### src/rtl/controlador_compuerta_pkg.sv
// Shared types and defaults for the parking-gate access controller.
// Holds the state encoding and the default PIN codes.
package compuerta_pkg;

    typedef enum logic [2:0] {
        ESPERA     = 3'd0,
        ESPERA_PIN = 3'd1,
        ABIERTO    = 3'd2,
        ALARMA     = 3'd3,
        BLOQUEO    = 3'd4
    } estado_t;

    localparam logic [7:0] PIN_CORRECTO_DEF = 8'b0000_1000;
    localparam logic [7:0] PIN_ESPERA_DEF   = 8'b0000_0000;
    localparam int         MAX_INTENTOS_DEF = 3;

endpackage

### src/rtl/controlador_compuerta_if.sv
// Gate sensor/keypad/indicator bundle.
// The master side drives the sensors and the keypad; the slave side is the controller.
interface controlador_compuerta_if;

    logic       Vehiculo;
    logic       Termino;
    logic [7:0] Pin;
    logic       Cerrado;
    logic       Abierto;
    logic       Alarma;
    logic       Bloqueo;

    modport master (
        output Vehiculo, Termino, Pin,
        input  Cerrado, Abierto, Alarma, Bloqueo
    );

    modport slave (
        input  Vehiculo, Termino, Pin,
        output Cerrado, Abierto, Alarma, Bloqueo
    );

endinterface

### src/rtl/controlador_compuerta_detector_pin.sv
// Keypad entry detector: registers the previous Pin value and flags a fresh entry
// as correct or wrong. A code held for several cycles produces a single event.
import compuerta_pkg::*;

module detector_pin #(
    parameter logic [7:0] PIN_CORRECTO = PIN_CORRECTO_DEF,
    parameter logic [7:0] PIN_ESPERA   = PIN_ESPERA_DEF
) (
    input  logic       Clk,
    input  logic       Reset,
    input  logic [7:0] i_pin,
    output logic       o_pin_ok,
    output logic       o_pin_mal
);

    logic [7:0] r_pin_prev;
    logic       w_evento;

    always_ff @(posedge Clk) begin
        if (Reset) begin
            r_pin_prev <= PIN_ESPERA;
        end else begin
            r_pin_prev <= i_pin;
        end
    end

    assign w_evento  = (i_pin != PIN_ESPERA) && (r_pin_prev == PIN_ESPERA);
    assign o_pin_ok  = w_evento && (i_pin == PIN_CORRECTO);
    assign o_pin_mal = w_evento && (i_pin != PIN_CORRECTO);

endmodule

### src/rtl/controlador_compuerta.sv
// Parking-gate controller: vehicle detection, PIN entry, wrong-attempt alarm
// and tailgating lock. Outputs are a Moore decode of the state register.
import compuerta_pkg::*;

module controlador_compuerta #(
    parameter logic [7:0] PIN_CORRECTO = PIN_CORRECTO_DEF,
    parameter logic [7:0] PIN_ESPERA   = PIN_ESPERA_DEF,
    parameter int         MAX_INTENTOS = MAX_INTENTOS_DEF
) (
    input  logic                    Clk,
    input  logic                    Reset,
    controlador_compuerta_if.slave  bus
);

    localparam logic [1:0] LIM = 2'(MAX_INTENTOS);

    estado_t    r_state;
    estado_t    w_state_nxt;
    logic [1:0] r_intentos;
    logic [1:0] w_intentos_nxt;
    logic [1:0] w_intentos_inc;
    logic       w_pin_ok;
    logic       w_pin_mal;

    detector_pin #(
        .PIN_CORRECTO (PIN_CORRECTO),
        .PIN_ESPERA   (PIN_ESPERA)
    ) u_detector (
        .Clk       (Clk),
        .Reset     (Reset),
        .i_pin     (bus.Pin),
        .o_pin_ok  (w_pin_ok),
        .o_pin_mal (w_pin_mal)
    );

    // Counter saturates at the limit so repeated wrong codes in ALARMA never wrap.
    assign w_intentos_inc = (r_intentos >= LIM) ? r_intentos : r_intentos + 2'd1;

    always_ff @(posedge Clk) begin
        if (Reset) begin
            r_state    <= ESPERA;
            r_intentos <= 2'd0;
        end else begin
            r_state    <= w_state_nxt;
            r_intentos <= w_intentos_nxt;
        end
    end

    always_comb begin
        w_state_nxt    = r_state;
        w_intentos_nxt = r_intentos;
        unique case (r_state)
            ESPERA: begin
                if (bus.Vehiculo) begin
                    w_state_nxt    = ESPERA_PIN;
                    w_intentos_nxt = 2'd0;
                end
            end
            ESPERA_PIN: begin
                if (w_pin_ok) begin
                    w_state_nxt    = ABIERTO;
                    w_intentos_nxt = 2'd0;
                end else if (w_pin_mal) begin
                    w_intentos_nxt = w_intentos_inc;
                    if (w_intentos_inc == LIM) begin
                        w_state_nxt = ALARMA;
                    end
                end else if (!bus.Vehiculo) begin
                    w_state_nxt    = ESPERA;
                    w_intentos_nxt = 2'd0;
                end
            end
            ALARMA: begin
                if (w_pin_ok) begin
                    w_state_nxt    = ABIERTO;
                    w_intentos_nxt = 2'd0;
                end else if (w_pin_mal) begin
                    w_intentos_nxt = w_intentos_inc;
                end
            end
            ABIERTO: begin
                if (bus.Termino) begin
                    w_state_nxt = bus.Vehiculo ? BLOQUEO : ESPERA;
                end
            end
            BLOQUEO: begin
                if (w_pin_ok) begin
                    w_state_nxt    = ESPERA;
                    w_intentos_nxt = 2'd0;
                end
            end
            default: begin
                w_state_nxt    = ESPERA;
                w_intentos_nxt = 2'd0;
            end
        endcase
    end

    always_comb begin
        bus.Cerrado = 1'b1;
        bus.Abierto = 1'b0;
        bus.Alarma  = 1'b0;
        bus.Bloqueo = 1'b0;
        unique case (r_state)
            ABIERTO: begin
                bus.Cerrado = 1'b0;
                bus.Abierto = 1'b1;
            end
            ALARMA: begin
                bus.Alarma = 1'b1;
            end
            BLOQUEO: begin
                bus.Alarma  = 1'b1;
                bus.Bloqueo = 1'b1;
            end
            default: begin
                bus.Cerrado = 1'b1;
            end
        endcase
    end

endmodule

### src/flat_wrapper.sv
// flat-port wrapper written by rule: the top's interface ports become plain ports
module controlador_compuerta_flat 
#(
    parameter logic [7:0] PIN_CORRECTO = PIN_CORRECTO_DEF,
    parameter logic [7:0] PIN_ESPERA   = PIN_ESPERA_DEF,
    parameter int         MAX_INTENTOS = MAX_INTENTOS_DEF
)
  (Clk, Reset, bus_Vehiculo, bus_Termino, bus_Pin, bus_Cerrado, bus_Abierto, bus_Alarma, bus_Bloqueo);
  controlador_compuerta_if bus_i ();
  input  logic Clk;
  input  logic Reset;
  input wire logic [$bits(bus_i.Vehiculo)-1:0] bus_Vehiculo;
  input wire logic [$bits(bus_i.Termino)-1:0] bus_Termino;
  input wire logic [$bits(bus_i.Pin)-1:0] bus_Pin;
  output wire logic [$bits(bus_i.Cerrado)-1:0] bus_Cerrado;
  output wire logic [$bits(bus_i.Abierto)-1:0] bus_Abierto;
  output wire logic [$bits(bus_i.Alarma)-1:0] bus_Alarma;
  output wire logic [$bits(bus_i.Bloqueo)-1:0] bus_Bloqueo;
  assign bus_i.Vehiculo = bus_Vehiculo;
  assign bus_i.Termino = bus_Termino;
  assign bus_i.Pin = bus_Pin;
  assign bus_Cerrado = bus_i.Cerrado;
  assign bus_Abierto = bus_i.Abierto;
  assign bus_Alarma = bus_i.Alarma;
  assign bus_Bloqueo = bus_i.Bloqueo;
  controlador_compuerta #(.PIN_CORRECTO(PIN_CORRECTO), .PIN_ESPERA(PIN_ESPERA), .MAX_INTENTOS(MAX_INTENTOS)) u_core (.Clk(Clk), .Reset(Reset), .bus(bus_i));
endmodule
### config.mk
export PLATFORM = sky130hd
export DESIGN_NAME = controlador_compuerta_flat
export DESIGN_NICKNAME = d
export VERILOG_FILES = /design/src/rtl/controlador_compuerta_pkg.sv /design/src/rtl/controlador_compuerta_if.sv /design/src/rtl/controlador_compuerta_detector_pin.sv /design/src/rtl/controlador_compuerta.sv /design/src/flat_wrapper.sv
export SDC_FILE = /design/constraint.sdc
export NUM_CORES = 1
export LEC_CHECK = 0
export ABC_CLOCK_PERIOD_IN_PS = 6600
export CORE_UTILIZATION = 50
export CTS_CLUSTER_DIAMETER = 150
export DETAILED_ROUTE_END_ITERATION = 7
export PLACE_DENSITY_LB_ADDON = 0.3
export SYNTH_ARGS = -nofsm -noshare
export SYNTH_HDL_FRONTEND = slang
export SYNTH_HIERARCHICAL = 1
export SYNTH_SLANG_ARGS = --single-unit
### constraint.sdc
create_clock -name Clk -period 6.6 [get_ports Clk]
set_input_delay 1.32 -clock Clk [delete_from_list [all_inputs] [get_ports Clk]]
set_output_delay 1.32 -clock Clk [all_outputs]
set_load 0.03 [all_outputs]
# Yosys cells after proc, flatten, opt, wreduce, memory -nomap -nowiden
# Cells that the tools add are included.
# word_totals
reg_bits	13
out_inout_bits	4
# classes
addsub	1
magnitude_cmp	1
n_reduce_logical	9
n_mux	23
bitwise_logic	1
eq_ne	14
# ops
operator	count
$mux 3	9
$mux 2	8
$pmux 3 s5	1
$pmux 2 s5	1
$eq 8x4->1 const B	1
$logic_not 8->1	1
$ne 2x2->1 const B	4
$ne 8x4->1 const B	1
$reduce_bool 8->1	1
$eq 3x2->1 const B	2
$reduce_and 6->1	1
$reduce_and 5->1	1
$mux 1	4
$ne 4x3->1 const B	1
$ne 4x4->1 const B	1
$eq 3x1->1 const B	1
$eq 3x3->1 const B	1
$logic_and 1x1->1	3
$logic_not 3->1	1
$ne 3x3->1 const B	1
$add 2x1->2 const B	1
$eq 2x2->1 const B	1
$ge 2x2->1 const B	1
$reduce_or 2->1	1
$not 1->1	1

# Logic depth before layout (Yosys ltp)
# Gate-level depths: netlist of run 1.
# logic_depth
depth_word	7
mapped_depth	6
depth_no_buf	6

# Hierarchy
# The synthesis of run 1 kept the hierarchy.
# modules_own_cells
mod	cells_per_inst	seq_area_each_um2	area_per_inst_um2	n_inst
controlador_compuerta	49	100.1	401.6	1
detector_pin	23	160.2	266.5	1

# Worst setup path before layout of run 1
# No wires, ideal clock.
# synth_path
path_type	input port to flip-flop
from	input port bus_Pin[5]
to	register u_core.r_state[0]
setup_slack_ns	3.307
n_path_buf	0
stages	6
t_arrival_ns	3.170
setup_time_ns	0.123
path_cell_list	nor4_1 > nor4bb_1 > nor4bb_1 > o311ai_2 > o211ai_4 > mux2_1
# synth_via
word_cells_on_any_way	14
classes_between	eq/ne (6); mux (3); reduce/logical (5)
# synth_rtl
item	line_no	source
start, declared	flat_wrapper.sv:14	input wire logic [$bits(bus_i.Pin)-1:0] bus_Pin;
$reduce_bool 8->1	controlador_compuerta_detector_pin.sv:27	assign w_evento = (i_pin != PIN_ESPERA) && (r_pin_prev == PIN_ESPERA);
$logic_and 1x1->1	controlador_compuerta_detector_pin.sv:27	
$logic_and 1x1->1 (*)	controlador_compuerta_detector_pin.sv:28	assign o_pin_ok = w_evento && (i_pin == PIN_CORRECTO);
via u_core.w_pin_ok	controlador_compuerta.sv:22	logic w_pin_ok;
$ne 4x3->1 (no source line), or another cell as far along	n/a	
$reduce_and 6->1 (no source line) / $pmux 3 s5 (equally long branches)	n/a	
end signal, assigned	controlador_compuerta.sv:44	r_state <= w_state_nxt;
end, declared	controlador_compuerta.sv:17	estado_t r_state;
# Mark *: on every way through the listed nets, which the timed path passes. The rest lies on a longest branch.
# A chain may end at the register's enable or synchronous reset.

# Worst setup path in the final report of run 1
# Same ends and word-level chain as after synthesis.

==> results.py, run 1 <==
metrics = {
    "setup_path": {
        "max_stage_delay_ns": 0.82,
        "crit_buf_inv": 1,
        "criticalPathCategory": "in -> reg",
        "crit_top_cell": "nor4bb_1",
        "cp-start-kind": "input port",
        "cp_data_required_time_ns": 6.76,
        "cpLargestDelayFamily": "simple AND/OR/NAND/NOR gates",
        "worst_setup_path_end_kind": "flop",
        "crit_path_max_fanout": 7,
        "arrival_ns": 3.86,
        "crit_slowest_cell": "nor4bb_1",
        "crit_chain": "clkdlybuf4s50_1 -> nor4_1 -> nor4bb_1 -> nor4bb_1 -> o311ai_2 -> o211ai_4 -> mux2_1",
    },
    "clocking": {
        "cts_root_buffer": "clkbuf_4",
        "cts-buffers-inserted": 3,
        "cts_buffer_depth": 2,
        "post_cts_resized": 0,
        "cts_hold_buf": 0,
        "cts_max_level": 1,
        "path_clk_slew_ns": 0.07,
        "cts.sinks": 13,
        "tritoncts": "done",
        "clk_latency_ns": 0.27,
        "postCtsSetupRepairBufs": 0,
    },
    "sta": {
        "finalCritPeriodShare_pct": 56.11,
        "hold_viol": 0,
        "max_freq_mhz": 270.0,
        "max_slew.worst_pin.slew_ns": 0.8829,
        "timing.final.ws_setup_ns": 2.897,
        "maxSlewHeadroom_pct": 40.34,
        "timing.setup.tns_ns": 0,
        "clock_skew_ns": 0.001165,
        "setup_viol": 0,
        "rsz0062_at_grt": "no",
        "whs_ns": 0.5141,
        "layout_min_cycle_time_ns": 3.703,
        "final_max_slew_viol_count": 0,
    },
    "power_and_ir_drop": {
        "ir_worst_vdd_mv": 0.2201,
        "p_per_area_nw_per_um2": 224.2,
        "sw_frac_of_total_pct": 28.05,
        "p_sw_mw": 0.05337,
        "p_total_mw": 0.1902,
        "seqPwrFrac_pct": 49.8,
        "combPwrFrac_pct": 25.8,
        "p_leak_nw": 0.2967,
        "clkPwrFrac_pct": 24.4,
        "p_int_mw": 0.1369,
    },
    "grt": {
        "grt_max_degree": 18,
        "grt_pass1_wl_um": 1938,
        "grt_pass1_vias": 490,
        "overflow": 0,
        "antenna_found_initial": 0,
        "grt_usage_pct": 19.90,
    },
    "yosys": {
        "ys_ff_latch": 13,
        "avgSynthCellArea_sq_um": 9.280,
        "synth.largest_area_cell": "dfxtp_1",
        "synth.distinct_cells": 32,
        "syn-cell-area_sq_um": 668.1,
        "yosys_most_used_dff": "dfxtp_1",
        "synth_area_leaders": "dfxtp_1 39%, nor2b_1 8.4%, o211ai_4 3.2%, mux2i_1 3.0%, nor3_1 3.0%",
        "syn-num-nets": 84,
        "synthCells": 72,
        "synthArstFlopShare_pct": 0,
        "yosys.area.top_type_share_pct": 38.95,
        "seq_area_frac_synth_pct": 38.95,
        "netlist_top_cells_count": "13 x dfxtp_1, 9 x nor2b_1, 5 x nor2_1, 4 x nor3_1",
        "synth_warnings": 6,
        "synth_edf_count": 0,
        "synth_most_common_cell": "dfxtp_1",
    },
    "floorplan": {
        "fp-row-count": 12,
        "ios": 16,
        "die-width_um": 38.56,
        "design.die.area_sq_um": 1486,
        "die_h_um": 38.56,
        "core-area_sq_um": 1171,
        "initial_core_util_pct": 57.05,
    },
    "outcome": {
        "run_status": "finished clean",
    },
    "detailed_routing": {
        "drt_iter0_drc": 18,
        "via_per_inst": 5.804,
        "routed_wl_um": 1254,
        "routedWlPerCell_um": 12.29,
        "drc": 0,
        "vias": 592,
        "first_pass_iters": 4,
        "postRouteAntennaNets": 0,
    },
    "placed_design": {
        "place_hpwl_um": 896.2,
        "dp_slack_ns": 2.647,
        "place_congestion": 0.7829,
        "io_buffer_count": 15,
    },
    "run": {
        "maxCapViolations": 0,
    },
    "final_layout": {
        "fill_cells": 98,
        "areaGrowthSynthToFinish_pct": 26.97,
        "nNetsFinal": 101,
        "drive_gt1_share_pct": 7.955,
        "num_antenna_cells": 0,
    },
    "min_path": {
        "min_path_type": "reg -> reg",
    },
}
tightest hold or removal path, delay by kind of cell, from the launching register on:
kind | cells | cell delay [ns]
DFF | 1 | 0.35
AOI/OAI and AO/OA | 1 | 0.05
and+or+nand+nor | 1 | 0.08
logic make-up after synthesis:
group	synth area share [%]
and+or+nand+nor	34.64
muxes	4.682
AOI/OAI and AO/OA	17.98
DFF	38.95
buffers and inverters	3.745
power groups by stage:
stage / Clock, mW / Sequential [mW] / Combinational, mW
detailed placement: 0 / 0.0965 / 0.0484
floorplan: 0 / 0.0905 / 0.0406
finish: 0.0464 / 0.0947 / 0.0491
global placement: 0 / 0.0960 / 0.0477
global route: 0.0523 / 0.0964 / 0.0535
CTS: 0.0486 / 0.0947 / 0.0488
layout by cell type (no fill, tap or decap), types with 2 or more instances in the layout:
cell type / netlist / routed
mux2i_1: 2 / 2
a21oi_1: 3 / 3
nor2_1: 5 / 5
inv_1: 3 / 3
nand2b_1: 3 / 3
nor2b_1: 9 / 9
dfxtp_1: 13 / 13
clkbuf_4: 0 / 3
nor3_1: 4 / 4
nor4bb_1: 2 / 2
a22oi_1: 2 / 2
or4_1: 2 / 2
clkdlybuf4s50_1: 0 / 15
nand2_1: 3 / 3
routing by layer:
| layer | up-vias | track usage [%] | wire length, um |
|---|---|---|---|
| met5 | - | 0 | 0 |
| met3 | 5 | 8.721 | 79 |
| met4 | 0 | 10.34 | 21 |
| met1 | 263 | 23.49 | 583 |
| met2 | 22 | 30.00 | 570 |
| li1 | 302 | - | - |
cell type report:
type                            instances  area [sq um]  share of cell area (%)
Inverter                                3         11.26                   1.327
Sequential cell                        13         260.3                   30.68
Tap cell                               14         17.52                   2.065
Clock buffer                            4         26.28                   3.097
Multi-Input combinational cell         53         382.9                   45.13
Timing Repair Buffer                   15         150.1                   17.70
registers in the layout, indices dropped and copies added, names as in the netlist:
register                      flops
u_core/r_state                    3
u_core/r_intentos                 2
u_core/u_detector/r_pin_prev      8
path summary, 6_finish.rpt:
check                                                startpoint                    to  slack [ns]  cells past startpoint
worst max register to register  u_core/u_detector/r_pin_prev[1]     u_core/r_state[0]        3.89                      6
worst max-delay path                                 bus_Pin[5]     u_core/r_state[0]        2.90                      7
worst min register to register             u_core/r_intentos[1]  u_core/r_intentos[1]        0.51                      2
worst min-delay path                       u_core/r_intentos[1]  u_core/r_intentos[1]        0.51                      2
stage by stage:
step                utilization, %  cell area (sq um)  instances
floorplan                        -              668.1         72
global placement             70.19              822.0         98
detailed placement           70.19              822.0         98
CTS                          72.44              848.3        102
global route                 72.44              848.3        102
finish                       72.44              848.3        102
Power figures use the tool's default switching activity.
==> inputs of run 2 (changes only) <==
- ABC_CLOCK_PERIOD_IN_PS: 6600 -> 3900
- CORE_UTILIZATION: 50 -> 46
- clock period: 6.6 -> 3.9 ns (I/O delays scaled with it)
==> run 2 against run 1 <==
Effect of this change:
- total power grew 68%
- clock power grew 66%
- largest power group unchanged
- sequential share of layout area shrank 0.31 points
==> results.py, run 2 (synthesis results as in run 1) <==
metrics = {
    "floorplan": {
        "die-width_um": 40.11,
        "core-area_sq_um": 1334,
        "fp-row-count": 13,
        "initial_core_util_pct": 50.09,
        "design.die.area_sq_um": 1609,
        "ios": 16,
        "die_h_um": 40.11,
    },
    "sta": {
        "setup_viol": 0,
        "whs_ns": 0.5319,
        "max_freq_mhz": 360.1,
        "maxSlewHeadroom_pct": 60.44,
        "clock_skew_ns": 0.0002619,
        "final_max_slew_viol_count": 0,
        "max_slew.worst_pin.slew_ns": 0.5899,
        "finalCritPeriodShare_pct": 71.20,
        "hold_viol": 0,
        "timing.setup.tns_ns": 0,
        "timing.final.ws_setup_ns": 1.123,
        "rsz0062_at_grt": "no",
        "layout_min_cycle_time_ns": 2.777,
    },
    "grt": {
        "grt_use_met3_pct": 1.667,
        "grt_pass1_vias": 498,
        "globalRouteMet2Util_pct": 33.47,
        "grt.busiest_layer": "met2",
        "grt_max_degree": 18,
        "grt_usage_pct": 19.44,
        "met1_usage_pct": 22.68,
        "overflow": 0,
        "antenna_found_initial": 0,
        "grt_pass1_wl_um": 2042,
    },
    "final_layout": {
        "regMostFlops": "u_core/u_detector/r_pin_prev",
        "largest_reg_flops": 8,
        "top_regs": "u_core/u_detector/r_pin_prev: 8 flops, u_core/r_state: 3 flops, u_core/r_intentos: 2 flops",
        "num_antenna_cells": 0,
        "final_common_cell": "clkdlybuf4s50_1",
        "areaGrowthSynthToFinish_pct": 28.28,
        "fin_cells": 104,
        "nNetsFinal": 102,
        "drive_gt1_share_pct": 8.989,
        "final_cell_mix": "15 x clkdlybuf4s50_1, 13 x dfxtp_1, 9 x nor2b_1",
    },
    "detailed_routing": {
        "routedWlPerCell_um": 11.69,
        "drc": 0,
        "routed_wl_um": 1216,
        "drt_iter0_drc": 6,
        "postRouteAntennaNets": 0,
        "first_pass_iters": 4,
        "via_per_inst": 5.635,
        "vias": 586,
    },
    "clocking": {
        "cts.sinks": 13,
        "cts_max_level": 1,
        "cts_root_buffer": "clkbuf_4",
        "cts-buffers-inserted": 3,
        "cts_hold_buf": 0,
        "post_cts_resized": 0,
        "cts_buffer_depth": 2,
        "postCtsSetupRepairBufs": 0,
        "clk_latency_ns": 0.26,
        "tritoncts": "done",
        "path_clk_slew_ns": 0.07,
    },
    "setup_path": {
        "crit_path_max_fanout": 7,
        "criticalPathCategory": "in -> reg",
        "worst_setup_path_end_kind": "flop",
        "cp_data_required_time_ns": 4.05,
        "cp-start-kind": "input port",
        "arrival_ns": 2.93,
    },
    "placed_design": {
        "place_hpwl_um": 920.3,
        "dp_slack_ns": 0.8566,
        "place_congestion": 0.6525,
        "dp_cells": 100,
        "io_buffer_count": 15,
    },
    "power_and_ir_drop": {
        "p_per_area_nw_per_um2": 373.5,
        "ir_worst_vdd_mv": 0.2551,
        "p_leak_nw": 0.3021,
        "p_total_mw": 0.3201,
    },
    "run": {
        "maxCapViolations": 0,
    },
    "min_path": {
        "min_path_type": "reg -> reg",
    },
    "outcome": {
        "run_status": "finished clean",
    },
}
[run 2: cell count changes in the layout (fill, tap and decap cells not counted), sizes merged]
| cell | delta |
|---|---|
| buf | +1 |
[run 2: critical path, cell delays in order]
cell and delay, ns:
clkdlybuf4s50_1 0.41, nor4_1 0.35, nor4bb_1 0.32, buf_4 0.19, nor4bb_1 0.06, o311ai_2 0.36, o211ai_4 0.14, mux2_1 0.32
[run 2: cell type report]
cell class / count / area [sq um]
Inverter: 3 / 11.26
Fill cell: 129 / 476.7
Clock buffer: 4 / 26.28
Sequential cell: 13 / 260.3
Tap cell: 15 / 18.77
Multi-Input combinational cell: 53 / 382.9
Timing Repair Buffer: 16 / 157.7
[run 2: report_power, final]
group | switching [mW] | internal, mW | leakage, nW | total, mW
logic | 0.0346 | 0.0481 | 0.180 | 0.0827
registers | 0.0164 | 0.144 | 0.107 | 0.160
clock network | 0.0378 | 0.0395 | 0.0150 | 0.0772
total | 0.0888 | 0.231 | 0.302 | 0.320
[run 2: worst paths after layout]
check / slack (ns) / depth (start not counted) / end / start
hold reg to reg: 0.53 / 2 / u_core/r_intentos[1] / u_core/r_intentos[1]
setup / recovery: 1.12 / 8 / u_core/r_state[0] / bus_Pin[5]
setup reg to reg: 1.45 / 6 / u_core/r_state[0] / u_core/u_detector/r_pin_prev[1]
hold / removal: 0.53 / 2 / u_core/r_intentos[1] / u_core/r_intentos[1]
[run 2: metrics by stage]
stage	cell area [sq um]	utilization (%)
6_report	857.1	64.26
4_1_cts	857.1	64.26
3_5_place_dp	830.8	62.29
3_3_place_gp	830.8	62.29
2_1_floorplan	668.1	-
5_1_grt	857.1	64.26
[run 2: layer usage]
| metal | routed length [um] | vias to the layer above |
|---|---|---|
| li1 | - | 307 |
| met3 | 43 | 2 |
| met5 | 0 | - |
| met2 | 616 | 14 |
| met4 | 20 | 0 |
| met1 | 535 | 263 |
==> inputs of run 3 (changes only) <==
- ABC_CLOCK_PERIOD_IN_PS: 3900 -> 2650
- clock period: 3.9 -> 2.65 ns (I/O delays scaled with it)
==> run 3 against run 2 <==
Effect of this change:
- via count grew 8.5%
- clock power grew 49%
- total power grew 51%
- worst setup slack lost 0.95 ns
- non-clock buffer count grew 6
- final cell count grew 5.8%
- clock skew grew 0.0042 ns
- register-to-register slack lost 1.1 ns
==> results.py, run 3 (synthesis results as in run 1) <==
metrics = {
    "outcome": {
        "run_status": "finished clean",
    },
    "placed_design": {
        "dp_slack_ns": -0.1007,
        "io_buffer_count": 15,
        "place_hpwl_um": 930.9,
        "dp_cells": 106,
        "place_congestion": 0.7638,
    },
    "clocking": {
        "post_cts_resized": 0,
        "tritoncts": "done",
        "path_clk_slew_ns": 0.07,
        "postCtsSetupRepairBufs": 0,
        "cts_root_buffer": "clkbuf_4",
        "cts.sinks": 13,
        "cts_hold_buf": 0,
        "cts_buffer_depth": 2,
        "cts-buffers-inserted": 3,
        "clk_latency_ns": 0.27,
        "cts_max_level": 1,
    },
    "sta": {
        "layout_min_cycle_time_ns": 2.473,
        "finalCritPeriodShare_pct": 93.30,
        "final_max_slew_viol_count": 0,
        "max_slew.worst_pin.slew_ns": 0.4609,
        "setup_viol": 0,
        "timing.setup.tns_ns": 0,
        "clock_skew_ns": 0.004413,
        "rsz0062_at_grt": "no",
        "hold_viol": 0,
        "maxSlewHeadroom_pct": 69.23,
        "max_freq_mhz": 404.4,
        "timing.final.ws_setup_ns": 0.1775,
    },
    "final_layout": {
        "areaGrowthSynthToFinish_pct": 35.21,
        "fill_cells": 112,
        "fin_cells": 110,
        "regArea_sq_um": 261.5,
        "multi_input_area_sq_um": 382.9,
        "final_common_cell": "clkdlybuf4s50_1",
        "final_cell_mix": "15 x clkdlybuf4s50_1, 12 x dfxtp_1, 9 x nor2b_1",
        "largest_reg_flops": 8,
        "nNetsFinal": 108,
        "num_antenna_cells": 0,
        "drive_gt1_share_pct": 15.79,
        "post-route-util_pct": 67.73,
        "top_regs": "u_core/u_detector/r_pin_prev: 8 flops, u_core/r_state: 3 flops, u_core/r_intentos: 2 flops",
        "regMostFlops": "u_core/u_detector/r_pin_prev",
    },
    "grt": {
        "grt_pass1_wl_um": 2070,
        "grt_pass1_vias": 537,
        "overflow": 0,
        "antenna_found_initial": 0,
        "grt_usage_pct": 19.70,
        "grt_max_degree": 18,
    },
    "setup_path": {
        "worst-r2r-setup-slack_ns": 0.38,
        "cp_data_required_time_ns": 2.81,
        "r2r_cells": 6,
        "crit_path_max_fanout": 2,
        "rr_endpoint": "u_core/r_state[0]",
        "reg2reg_from": "u_core/u_detector/r_pin_prev[1]",
        "cp-start-kind": "input port",
        "worst_setup_path_end_kind": "flop",
        "arrival_ns": 2.63,
        "criticalPathCategory": "in -> reg",
    },
    "detailed_routing": {
        "wl_met3_um": 42,
        "vias": 636,
        "drc": 0,
        "first_pass_iters": 4,
        "wl_met1_um": 542,
        "drt_iter0_drc": 3,
        "routed_wl_um": 1262,
        "highest_layer": "met4",
        "routedWlPerCell_um": 11.47,
        "postRouteAntennaNets": 0,
        "via_per_inst": 5.782,
        "wl_met2_um": 646,
    },
    "floorplan": {
        "die_h_um": 40.11,
        "core-area_sq_um": 1334,
        "fp-row-count": 13,
        "die-width_um": 40.11,
        "design.die.area_sq_um": 1609,
        "initial_core_util_pct": 50.09,
        "ios": 16,
    },
    "power_and_ir_drop": {
        "seqPwrFrac_pct": 48.7,
        "p_per_area_nw_per_um2": 533.8,
        "clkPwrFrac_pct": 23.9,
        "p_int_mw": 0.3492,
        "combPwrFrac_pct": 27.4,
        "p_sw_mw": 0.1330,
        "p_leak_nw": 0.3320,
        "ir_worst_vdd_mv": 0.3708,
        "sw_frac_of_total_pct": 27.58,
    },
    "min_path": {
        "hold_start": "u_core/r_intentos[1]",
        "min_path_type": "reg -> reg",
        "whs_path_depth": 2,
        "hold_path_end": "u_core/r_intentos[1]",
    },
    "run": {
        "maxCapViolations": 0,
    },
}
run 3: cell types whose count changed in the layout (fill, tap and decap cells not counted), sizes merged:
cell | before | now
buf | 1 | 7
run 3: routing by layer:
layer	up-vias	global-route usage, %
met1	292	22.41
met5	-	0
li1	322	-
met2	18	32.26
met4	0	18.10
met3	4	1.667
run 3: how the worst max path moves through the flow:
| stage | cells past startpoint | slack (ns) | endpoint | from |
|---|---|---|---|---|
| 6_report | 7 | 0.18 | u_core/r_state[0] | bus_Pin[5] |
| 3_5_place_dp | 7 | -0.10 | u_core/r_state[0] | bus_Pin[5] |
| 4_1_cts | 3 | 0.11 | bus_Alarma | u_core/r_state[2] |
| 2_1_floorplan | 6 | 0.15 | u_core/r_state[0] | bus_Pin[5] |
| 3_3_place_gp | 7 | -0.02 | u_core/r_state[0] | bus_Pin[5] |
| 5_1_grt | 7 | 0.02 | u_core/r_state[0] | bus_Pin[5] |
run 3: final cells by class:
cell class / instances / area share [%]
multi-input cells: 53 / 42.38
flip-flops and latches: 13 / 28.95
repair buffers: 22 / 22.44
clock buffers: 4 / 2.909
well taps: 15 / 2.078
inverters: 3 / 1.247
run 3: power groups by stage:
stage	combinational [mW]	clock (mW)	sequential, mW
after global routing	0.145	0.127	0.239
after CTS	0.133	0.120	0.234
after global placement	0.129	0	0.239
after detailed placement	0.132	0	0.239
after floorplan	0.101	0	0.225
final	0.132	0.115	0.235
run 3: critical path: stages:
cell             delay, ns
clkdlybuf4s50_1       0.41
nor4_1                0.36
nor4bb_1              0.43
nor4bb_1              0.13
o311ai_2              0.34
o211ai_4              0.12
mux2_1                0.31
run 3: metrics by stage:
| step | hold WS [ns] | instance area, sq um | total power [mW] |
|---|---|---|---|
| global placement | 0.4948 | 875.8 | 0.3677 |
| global route | 0.5529 | 903.4 | 0.5112 |
| floorplan | 0.4527 | 668.1 | 0.3265 |
| CTS | 0.5149 | 902.1 | 0.4870 |
| detailed placement | 0.4966 | 875.8 | 0.3708 |
| finish | 0.5098 | 903.4 | 0.4822 |
